===== src/rtl/ciq_select.sv =====
// Sixteen-entry compute issue queue with age-matrix oldest-first select for two ALU ports.
// Define CIQ_ALU1_EN to build the second (ALU1) select port; otherwise only ALU0 issues.
module ciq_select #(
  parameter int PRF_WIDTH = 6,
  parameter int ENTRIES   = 16
) (
  input  logic                           clk,
  input  logic                           rst,
  input  logic                           flush,
  input  logic                           disp_valid,
  input  logic [PRF_WIDTH-1:0]           disp_prd,
  input  logic [PRF_WIDTH-1:0]           disp_prs1,
  input  logic [PRF_WIDTH-1:0]           disp_prs2,
  input  logic                           disp_prs1_rdy,
  input  logic                           disp_prs2_rdy,
  output logic                           disp_ready,
  input  logic [ENTRIES-1:0]             wk_prs1_rdy,
  input  logic [ENTRIES-1:0]             wk_prs2_rdy,
  input  logic                           fu_rdy_alu0,
  input  logic                           fu_rdy_alu1,
  output logic                           grant_alu0,
  output logic                           grant_alu1,
  output logic [4:0]                     addr_alu0,
  output logic [4:0]                     addr_alu1,
  output logic [ENTRIES*PRF_WIDTH-1:0]   ciq_prd_flat,
  output logic [ENTRIES*PRF_WIDTH-1:0]   ciq_prs1_flat,
  output logic [ENTRIES*PRF_WIDTH-1:0]   ciq_prs2_flat,
  output logic [4:0]                     count
);
  localparam int IW = $clog2(ENTRIES);

  typedef struct packed {
    logic          found;
    logic [IW-1:0] idx;
  } sel_t;

  logic [ENTRIES-1:0]                valid, r1, r2;
  logic [ENTRIES-1:0][ENTRIES-1:0]   older;   // older[i][j]: entry i is older than entry j
  logic [PRF_WIDTH-1:0]              prd_q  [ENTRIES];
  logic [PRF_WIDTH-1:0]              prs1_q [ENTRIES];
  logic [PRF_WIDTH-1:0]              prs2_q [ENTRIES];

  logic [ENTRIES-1:0] req, mask0, mask1, issue_mask, alloc_mask;
  logic [IW-1:0]      alloc_idx;
  logic               alloc_found, accept;
  logic [4:0]         n_grant;
  sel_t               sel0, sel1;

  // Oldest requester: an entry wins when no other requesting entry is older than it.
  function automatic sel_t pick(input logic [ENTRIES-1:0] r,
                                input logic [ENTRIES-1:0][ENTRIES-1:0] age);
    sel_t s;
    logic blk;
    s = '0;
    for (int i = 0; i < ENTRIES; i++) begin
      blk = 1'b0;
      for (int j = 0; j < ENTRIES; j++) blk = blk | (r[j] & age[j][i]);
      if (r[i] && !blk) begin
        s.found = 1'b1;
        s.idx   = IW'(i);
      end
    end
    return s;
  endfunction

  assign req        = valid & r1 & r2;
  assign disp_ready = (count != 5'(ENTRIES));
  assign accept     = disp_valid & disp_ready;

  // NOTE: every signal driven in always_comb gets a default first so no latch is inferred.
  always_comb begin
    alloc_found = 1'b0;
    alloc_idx   = '0;
    for (int i = 0; i < ENTRIES; i++) begin
      if (!valid[i] && !alloc_found) begin
        alloc_found = 1'b1;
        alloc_idx   = IW'(i);
      end
    end
  end

  always_comb begin
    sel0       = pick(req, older);
    mask0      = sel0.found ? (ENTRIES'(1) << sel0.idx) : '0;
    grant_alu0 = sel0.found & fu_rdy_alu0;
    addr_alu0  = grant_alu0 ? 5'(sel0.idx) : 5'd0;
`ifdef CIQ_ALU1_EN
    // ALU1 excludes ALU0's pick even when ALU0 is stalled, so the two never collide.
    sel1       = pick(req & ~mask0, older);
    grant_alu1 = sel1.found & fu_rdy_alu1;
    addr_alu1  = grant_alu1 ? 5'(sel1.idx) : 5'd0;
`else
    sel1       = '0;
    grant_alu1 = 1'b0;
    addr_alu1  = 5'd0;
`endif
    mask1      = sel1.found ? (ENTRIES'(1) << sel1.idx) : '0;
    issue_mask = (grant_alu0 ? mask0 : '0) | (grant_alu1 ? mask1 : '0);
    alloc_mask = (accept && alloc_found) ? (ENTRIES'(1) << alloc_idx) : '0;
    n_grant    = 5'(grant_alu0) + 5'(grant_alu1);
  end

`ifndef CIQ_ALU1_EN
  logic unused_fu_rdy_alu1;
  assign unused_fu_rdy_alu1 = fu_rdy_alu1;
`endif

  always_comb begin
    ciq_prd_flat  = '0;
    ciq_prs1_flat = '0;
    ciq_prs2_flat = '0;
    for (int i = 0; i < ENTRIES; i++) begin
      ciq_prd_flat[i*PRF_WIDTH +: PRF_WIDTH]  = prd_q[i];
      ciq_prs1_flat[i*PRF_WIDTH +: PRF_WIDTH] = prs1_q[i];
      ciq_prs2_flat[i*PRF_WIDTH +: PRF_WIDTH] = prs2_q[i];
    end
  end

  // NOTE: state uses non-blocking assignments so every update sees pre-edge values.
  always_ff @(posedge clk) begin
    if (rst) begin
      valid <= '0;
      r1    <= '0;
      r2    <= '0;
      older <= '0;
      count <= '0;
      // NOTE: tag storage is reset on purpose; the flat tag outputs must read zero after reset.
      for (int i = 0; i < ENTRIES; i++) begin
        prd_q[i]  <= '0;
        prs1_q[i] <= '0;
        prs2_q[i] <= '0;
      end
    end else if (flush) begin
      valid <= '0;
      count <= '0;
    end else begin
      valid <= (valid & ~issue_mask) | alloc_mask;
      // Wake-up only touches valid entries, so the slot being allocated takes dispatch values.
      r1    <= ((r1 | (wk_prs1_rdy & valid)) & ~alloc_mask) | (alloc_mask & {ENTRIES{disp_prs1_rdy}});
      r2    <= ((r2 | (wk_prs2_rdy & valid)) & ~alloc_mask) | (alloc_mask & {ENTRIES{disp_prs2_rdy}});
      count <= count + 5'(accept) - n_grant;
      if (accept) begin
        prd_q[alloc_idx]  <= disp_prd;
        prs1_q[alloc_idx] <= disp_prs1;
        prs2_q[alloc_idx] <= disp_prs2;
        for (int j = 0; j < ENTRIES; j++) older[j][alloc_idx] <= valid[j];
        older[alloc_idx] <= '0;
      end
    end
  end
endmodule


===== config.mk =====
export PLATFORM = sky130hd
export DESIGN_NAME = ciq_select
export DESIGN_NICKNAME = d
export VERILOG_FILES = /design/src/rtl/ciq_select.sv
export SDC_FILE = /design/constraint.sdc
export NUM_CORES = 1
export LEC_CHECK = 0
export ABC_AREA = 0
export CAP_MARGIN = 20
export CORE_MARGIN = 1
export CORE_UTILIZATION = 35
export DETAILED_ROUTE_END_ITERATION = 16
export PLACE_DENSITY = 0.53
export SLEW_MARGIN = 20
export SYNTH_ARGS = -nofsm -noshare
export SYNTH_HDL_FRONTEND = slang
export SYNTH_SLANG_ARGS = --single-unit
export TNS_END_PERCENT = 50

===== constraint.sdc =====
create_clock -name clk -period 8.5 [get_ports clk]
set_input_delay 0.85 -clock clk [delete_from_list [all_inputs] [get_ports clk]]
set_output_delay 0.85 -clock clk [all_outputs]
set_load 0.02 [all_outputs]

==> results of run 1 <==
[cell usage after synthesis, types with 5 or more instances]
cell | n | area (sq um)
a21oi_1 | 99 | 495
buf_4 | 13 | 97.6
or2_2 | 8 | 50.1
and2_1 | 255 | 1600
clkbuf_1 | 183 | 687
nand3_1 | 15 | 75.1
dfxtp_1 | 309 | 6190
a211oi_1 | 35 | 263
o21a_1 | 80 | 601
o21ai_0 | 129 | 646
nand4_1 | 280 | 1750
or3_1 | 5 | 31.3
nand2_1 | 62 | 233
edfxtp_1 | 288 | 8650
buf_2 | 28 | 140
buf_1 | 14 | 52.6
nor2_1 | 281 | 1050
a22oi_1 | 69 | 518
ha_1 | 6 | 75.1
and3_1 | 56 | 350
a22o_1 | 9 | 78.8
a311oi_1 | 5 | 43.8
and4b_1 | 15 | 150
a31oi_1 | 5 | 31.3
nor3_2 | 6 | 60.1
nor4_1 | 17 | 106
nor2b_1 | 7 | 43.8
inv_1 | 46 | 173
nor3_1 | 25 | 125
o2111ai_1 | 16 | 140
[power by group through the flow]
stage,clock (mW),sequential [mW],combinational (mW)
final,3.00,3.10,0.447
after global routing,3.16,3.11,0.463
after CTS,3.03,3.10,0.450
after detailed placement,0,3.17,0.449
after global placement,0,3.16,0.449
after floorplan,0,3.25,0.0991
[logic make-up after synthesis]
group                      after synthesis  synth area share [%]
xor gates and xnor gates                 3                 0.104
buffers and inverters                  291                  4.72
adders and majority gates                7                 0.378
and+or+nand+nor                       1061                  23.6
other                                    1                0.0149
AOI/OAI and AO/OA                      478                  12.3
DFF                                    597                  59.0
[flip-flops by register name, indices dropped and copies added (netlist names)]
name and cells:
valid 16, prs2_q 96, older 256, count 5, r2 16, prd_q 96, r1 16, prs1_q 96
[final cells by class]
cell class / instances / area (sq um) / share of cell area (%)
flip-flops and latches: 597 / 14800 / 46.4
multi-input cells: 1556 / 9240 / 28.9
repair buffers: 452 / 4290 / 13.4
clock buffers: 102 / 2000 / 6.27
well taps: 940 / 1180 / 3.68
clock inverters: 20 / 255 / 0.798
inverters: 48 / 180 / 0.563
diodes: 2 / 5.00 / 0.0156
[worst max path at each step]
stage               start  slack, ns           end
2_1_floorplan    count[2]       4.19  prd_q[14][0]
5_1_grt          valid[3]       2.78  addr_alu0[1]
3_5_place_dp   disp_valid       2.90   prd_q[8][0]
4_1_cts          valid[3]       2.88  addr_alu0[1]
6_report         valid[3]       2.68  addr_alu0[1]
3_3_place_gp   disp_valid       3.06   prd_q[8][0]
[worst reg2reg max path: stages (launching register included)]
cell	delay, ns
dfxtp_1	0.94
and4_4	0.54
nand3_4	0.18
nor4_4	0.66
buf_4	0.37
a221oi_1	0.17
or4_1	0.81
nor2_4	0.45
nor2_1	0.08
buf_4	0.21
inv_1	0.66
[cells in the final DEF (no fill, tap or decap), types with 7 or more instances in the layout]
| cell | Yosys | routed |
|---|---|---|
| nand3_1 | 15 | 15 |
| nor4_1 | 17 | 16 |
| nor3_1 | 25 | 20 |
| and4b_1 | 15 | 15 |
| nor2b_1 | 7 | 7 |
| a22oi_1 | 69 | 69 |
| inv_1 | 46 | 46 |
| nor3_2 | 6 | 8 |
| and3_1 | 56 | 56 |
| and2_1 | 255 | 256 |
| buf_4 | 13 | 96 |
| clkbuf_8 | 0 | 11 |
| a22o_1 | 9 | 9 |
| edfxtp_1 | 288 | 288 |
| clkbuf_1 | 183 | 19 |
| clkdlybuf4s50_1 | 0 | 354 |
| clkbuf_16 | 0 | 71 |
| conb_1 | 1 | 7 |
| dfxtp_1 | 309 | 308 |
| o21a_1 | 80 | 80 |
| nand2_1 | 62 | 62 |
| o2111ai_1 | 16 | 16 |
| or2_2 | 8 | 8 |
| a211oi_1 | 35 | 35 |
| nor2_2 | 2 | 9 |
| nand4_1 | 280 | 280 |
| nor2_1 | 281 | 273 |
| a21oi_1 | 99 | 99 |
| o21ai_0 | 129 | 128 |
[metrics by stage]
step | utilization, % | power, mW | setup WS, ns
2_1_floorplan | - | 3.34 | 4.19
5_1_grt | 45.3 | 6.73 | 2.78
3_3_place_gp | 42.0 | 3.61 | 3.06
3_5_place_dp | 42.0 | 3.61 | 2.90
6_report | 45.3 | 6.55 | 2.68
4_1_cts | 45.2 | 6.59 | 2.88
[routing by layer]
metal / global-route usage, % / vias up
met3: 6.82 / 318
met4: 13.2 / 0
met5: 0 / -
met1: 36.9 / 10700
li1: - / 9465
met2: 46.3 / 1378
==> results_dict.tcl, run 1 <==
set metrics [dict create \
    outcome "complete, no violations" \
    crit_path_start_kind "register" \
    cts_hold_buf 0 \
    vias 21800 \
    top_layer "met4" \
    nets 2789 \
    avgSynthCellArea_sq_um 10.3 \
    clockBufferDepth 3 \
    n_fill_cell 6642 \
    leakage_nw 11.2 \
    crit_required_ns 7.65 \
    seq_area_frac_synth_pct 59.0 \
    dieArea_sq_um 73000 \
    min_period_over_period_pct 68.4 \
    maxSlewViolCount 0 \
    finalInstanceArea_sq_um 32000 \
    worstRegToRegCells 10 \
    viasPerCell 5.87 \
    grt_pass1_wl_um 154000 \
    holdWs_ns 0.432 \
    syn_area_sq_um 25200 \
    ys_seq_elements 597 \
    async_flop_share_pct 0 \
    worstHoldStart "older[221]" \
    clock_latency_ns 0.63 \
    max_stage_delay_ns 0.94 \
    timing.rr.start "valid[3]" \
    cp_slowest_cell "dfxtp_1" \
    period_needed_ns 5.82 \
    ff2ff_setup_slack_ns 3.04 \
    overflow 0 \
    io_buffers 355 \
    fmax_mhz 172 \
    globalplace.congestion 0.959 \
    grt_max_degree 87 \
    maxCapViolations 0 \
    hpwl_um 72300 \
    cts_htree_levels 3 \
    hold_viol_final 0 \
    wl_met2_um 49200 \
    r2r-end "prd_q[6][3]" \
    setup_tns_ns 0 \
    core_sq_um 70600 \
    antenna_found_initial 0 \
    clock_sinks 597 \
    p_seq_share_pct 47.4 \
    hold_depth 2 \
    relSlewSlack_pct 20.9 \
    hp-class "reg -> reg" \
    arrival_ns 4.97 \
    die_h_um 270 \
    cp_top_family "simple AND/OR/NAND/NOR gates" \
    final_cells 3717 \
    wl_met1_um 43200 \
    io_pins 364 \
    crit_chain "buf_4 -> and4b_1 -> nand4_1 -> nor4_1 -> nor2_1 -> o31ai_1 -> a31oi_1 -> nor2_1 -> clkdlybuf4s50_1" \
    first_pass_iters 6 \
    tritoncts "done" \
    start_util_pct 35.6 \
    crit_type "reg -> out" \
    layout-drive-gt1-share_pct 8.94 \
    clkTransAtPathRegs_ns 0.06 \
    cts_setup_buffers 0 \
    cp_max_fo 16 \
    cts_resized 0 \
    clkPwrFrac_pct 45.8 \
    routedWlPerCell_um 29.0 \
    finalSetupViolCount 0 \
    rows 97 \
    routed_wl_um 108000 \
    power_frac_comb_pct 6.8 \
    grt_pass1_vias 21100 \
    first_iter_violations 2455 \
    power.switching_mw 1.57 \
    yosysWarnings 0 \
    worst-path-buf-inv 2 \
    post_dp_cell_area_sq_um 29700 \
    wl_met3_um 10200 \
    area_growth_pct 27.1 \
    cp_num_cells 9 \
    power_density_nw_per_um2 205 \
    drc 0 \
    synthCells 2438 \
    tightest_slew_ns 1.18 \
    swShare_pct 24.0 \
    skew_ns 0.0308 \
    postRouteAntennaNets 0 \
    synth_cell_types 73 \
    rsz0062_at_grt "no" \
    ir_worst_vdd_uv 131 \
    intPower_mw 4.97 \
    crit_path_end_kind "output port" \
    dp_cells 3592 \
    hold-path-endpoint "older[221]" \
    cts_inserted_buffers 69 \
    die_w_um 270 \
    worst_path_most_repeated_cell "nor2_1" \
    synth_edf_count 288 \
    synth_ff_type "dfxtp_1" \
    cts-root-buf "clkbuf_16" \
    grt_usage_pct 28.9 \
]
Power figures use the tool's default switching activity.
==> inputs of run 2 (changes only) <==
clock period = 5.4 ns   (was 8.5 ns; I/O delays follow)
==> run 2 against run 1 <==
Critical path depth grew 2. Die area is the same. Clock skew shrank 0.00094 ns. Count of clock-buffer cells in the layout shrank 3. Combinational power grew 65%. Critical endpoint is now addr_alu0[0]. Largest cell class unchanged. Largest power group unchanged. Highest routed layer unchanged.
==> results_dict.tcl, run 2 (synthesis results as in run 1) <==
set metrics [dict create \
    outcome "complete, no violations" \
    skew_ns 0.0298 \
    arrival_ns 4.65 \
    viasPerCell 5.90 \
    tightest_slew_ns 1.23 \
    postRouteAntennaNets 0 \
    grt_pass1_wl_um 161000 \
    rsz0062_at_grt "no" \
    core_sq_um 70600 \
    n_fill_cell 6591 \
    ir_worst_vdd_uv 211 \
    maxCapViolations 0 \
    hold_viol_final 0 \
    grt_usage_pct 30.7 \
    leakage_nw 11.8 \
    hp-class "in -> reg" \
    layout-drive-gt1-share_pct 11.8 \
    worstHoldStart "rst" \
    relSlewSlack_pct 18.0 \
    cts_hold_buf 0 \
    setup_tns_ns 0 \
    grt_pass1_vias 21600 \
    p_seq_share_pct 47.6 \
    power.switching_mw 2.50 \
    first_pass_iters 6 \
    antenna_found_initial 3 \
    period_needed_ns 5.19 \
    finalSetupViolCount 0 \
    final_cell_mix "clkdlybuf4s50_1, dfxtp_1, edfxtp_1" \
    largest_reg_flops 256 \
    dieArea_sq_um 73000 \
    routedWlPerCell_um 30.0 \
    cts_resized 0 \
    globalplace.congestion 1.01 \
    timing.rr.start "r1[0]" \
    routed_wl_um 114000 \
    cts_setup_buffers 0 \
    hold-path-endpoint "older[225]" \
    crit_type "reg -> out" \
    hold_depth 2 \
    cts-root-buf "clkbuf_16" \
    post_dp_cell_area_sq_um 30500 \
    fmax_mhz 193 \
    clock_sinks 597 \
    swShare_pct 24.4 \
    rows 97 \
    dp_cells 3685 \
    crit_required_ns 4.86 \
    die_w_um 270 \
    grt_max_degree 79 \
    power_frac_comb_pct 7.2 \
    tritoncts "done" \
    start_util_pct 35.6 \
    clock_latency_ns 0.63 \
    crit_path_end_kind "output port" \
    clockBufferDepth 3 \
    worstRegToRegCells 16 \
    clkPwrFrac_pct 45.2 \
    cts_inserted_buffers 69 \
    final_cells 3812 \
    crit_path_start_kind "register" \
    r2r-end "count[4]" \
    die_h_um 270 \
    hpwl_um 81200 \
    min_period_over_period_pct 96.2 \
    cts_htree_levels 3 \
    vias 22500 \
    overflow 0 \
    io_pins 364 \
    layout_commonest_cell "clkdlybuf4s50_1" \
    maxSlewViolCount 0 \
    power_density_nw_per_um2 313 \
    area_growth_pct 30.3 \
    nets 2882 \
    top_register "older" \
    clkTransAtPathRegs_ns 0.06 \
    final_core_util_pct 46.4 \
    cp_max_fo 15 \
    ff2ff_setup_slack_ns 0.40 \
    drc 0 \
    first_iter_violations 2597 \
    intPower_mw 7.75 \
    finalInstanceArea_sq_um 32800 \
    io_buffers 355 \
]
-- run 2: changes by cell type in the layout (fill, tap and decap cells not counted), moves of 3 or more --
| cell | delta |
|---|---|
| nor2_1 | +4 |
| buf_4 | +81 |
| clkinvlp_4 | -3 |
| buf_12 | +12 |
| clkbuf_1 | -3 |
| clkinv_2 | +7 |
| clkinv_1 | +4 |
| nor2_2 | -4 |
-- run 2: routing by layer --
metal | routed length (um) | vias to the layer above | track usage, %
li1 | - | 9645 | -
met1 | 46400 | 11100 | 39.9
met2 | 51400 | 1405 | 47.9
met3 | 10500 | 331 | 6.66
met4 | 6190 | 0 | 15.9
met5 | 0 | - | 0
-- run 2: worst max-delay path, cell delays in order, from the launching register on --
cell and delay (ns):
dfxtp_1 0.85, buf_4 0.31, buf_4 0.21, and4b_1 0.20, o2111ai_1 0.12, nor4_1 0.59, buf_4 0.22, a21o_1 0.16
nor3_1 0.09, a211o_1 0.40, nor2_1 0.22, clkdlybuf4s50_1 0.67
-- run 2: final cells by class --
class | instances | area [sq um] | share of cell area [%]
Antenna cell | 1 | 2.50 | 0.00763
Clock buffer | 99 | 2000 | 6.11
Clock inverter | 26 | 229 | 0.698
Inverter | 48 | 180 | 0.550
Multi-Input combinational cell | 1556 | 9230 | 28.1
Sequential cell | 597 | 14800 | 45.2
Tap cell | 940 | 1180 | 3.59
Timing Repair Buffer | 545 | 5130 | 15.7
-- run 2: worst max-delay path by stage --
stage,start,to,slack (ns),cells after the start
floorplan,count[2],prd_q[14][0],1.09,9
global placement,r1[0],count[4],0.49,16
detailed placement,r1[0],count[4],0.55,16
CTS,valid[13],addr_alu0[0],0.35,11
global route,valid[13],addr_alu0[0],0.15,11
finish,valid[13],addr_alu0[0],0.21,11
-- run 2: per-stage QoR --
stage          power, mW  hold WS, ns  setup slack [ns]
2_1_floorplan       5.27        0.404              1.09
5_1_grt             10.5        0.454             0.146
6_report            10.2        0.426             0.207
3_5_place_dp        5.71        0.441             0.552
3_3_place_gp        5.71        0.436             0.489
4_1_cts             10.3        0.408             0.348
-- run 2: power by group through the flow --
| stage | Combinational, mW | Clock (mW) | Sequential (mW) |
|---|---|---|---|
| final | 0.736 | 4.63 | 4.88 |
| after global routing | 0.756 | 4.88 | 4.89 |
| after CTS | 0.737 | 4.69 | 4.88 |
| after detailed placement | 0.736 | 0 | 4.98 |
| after global placement | 0.737 | 0 | 4.97 |
| after floorplan | 0.156 | 0 | 5.11 |
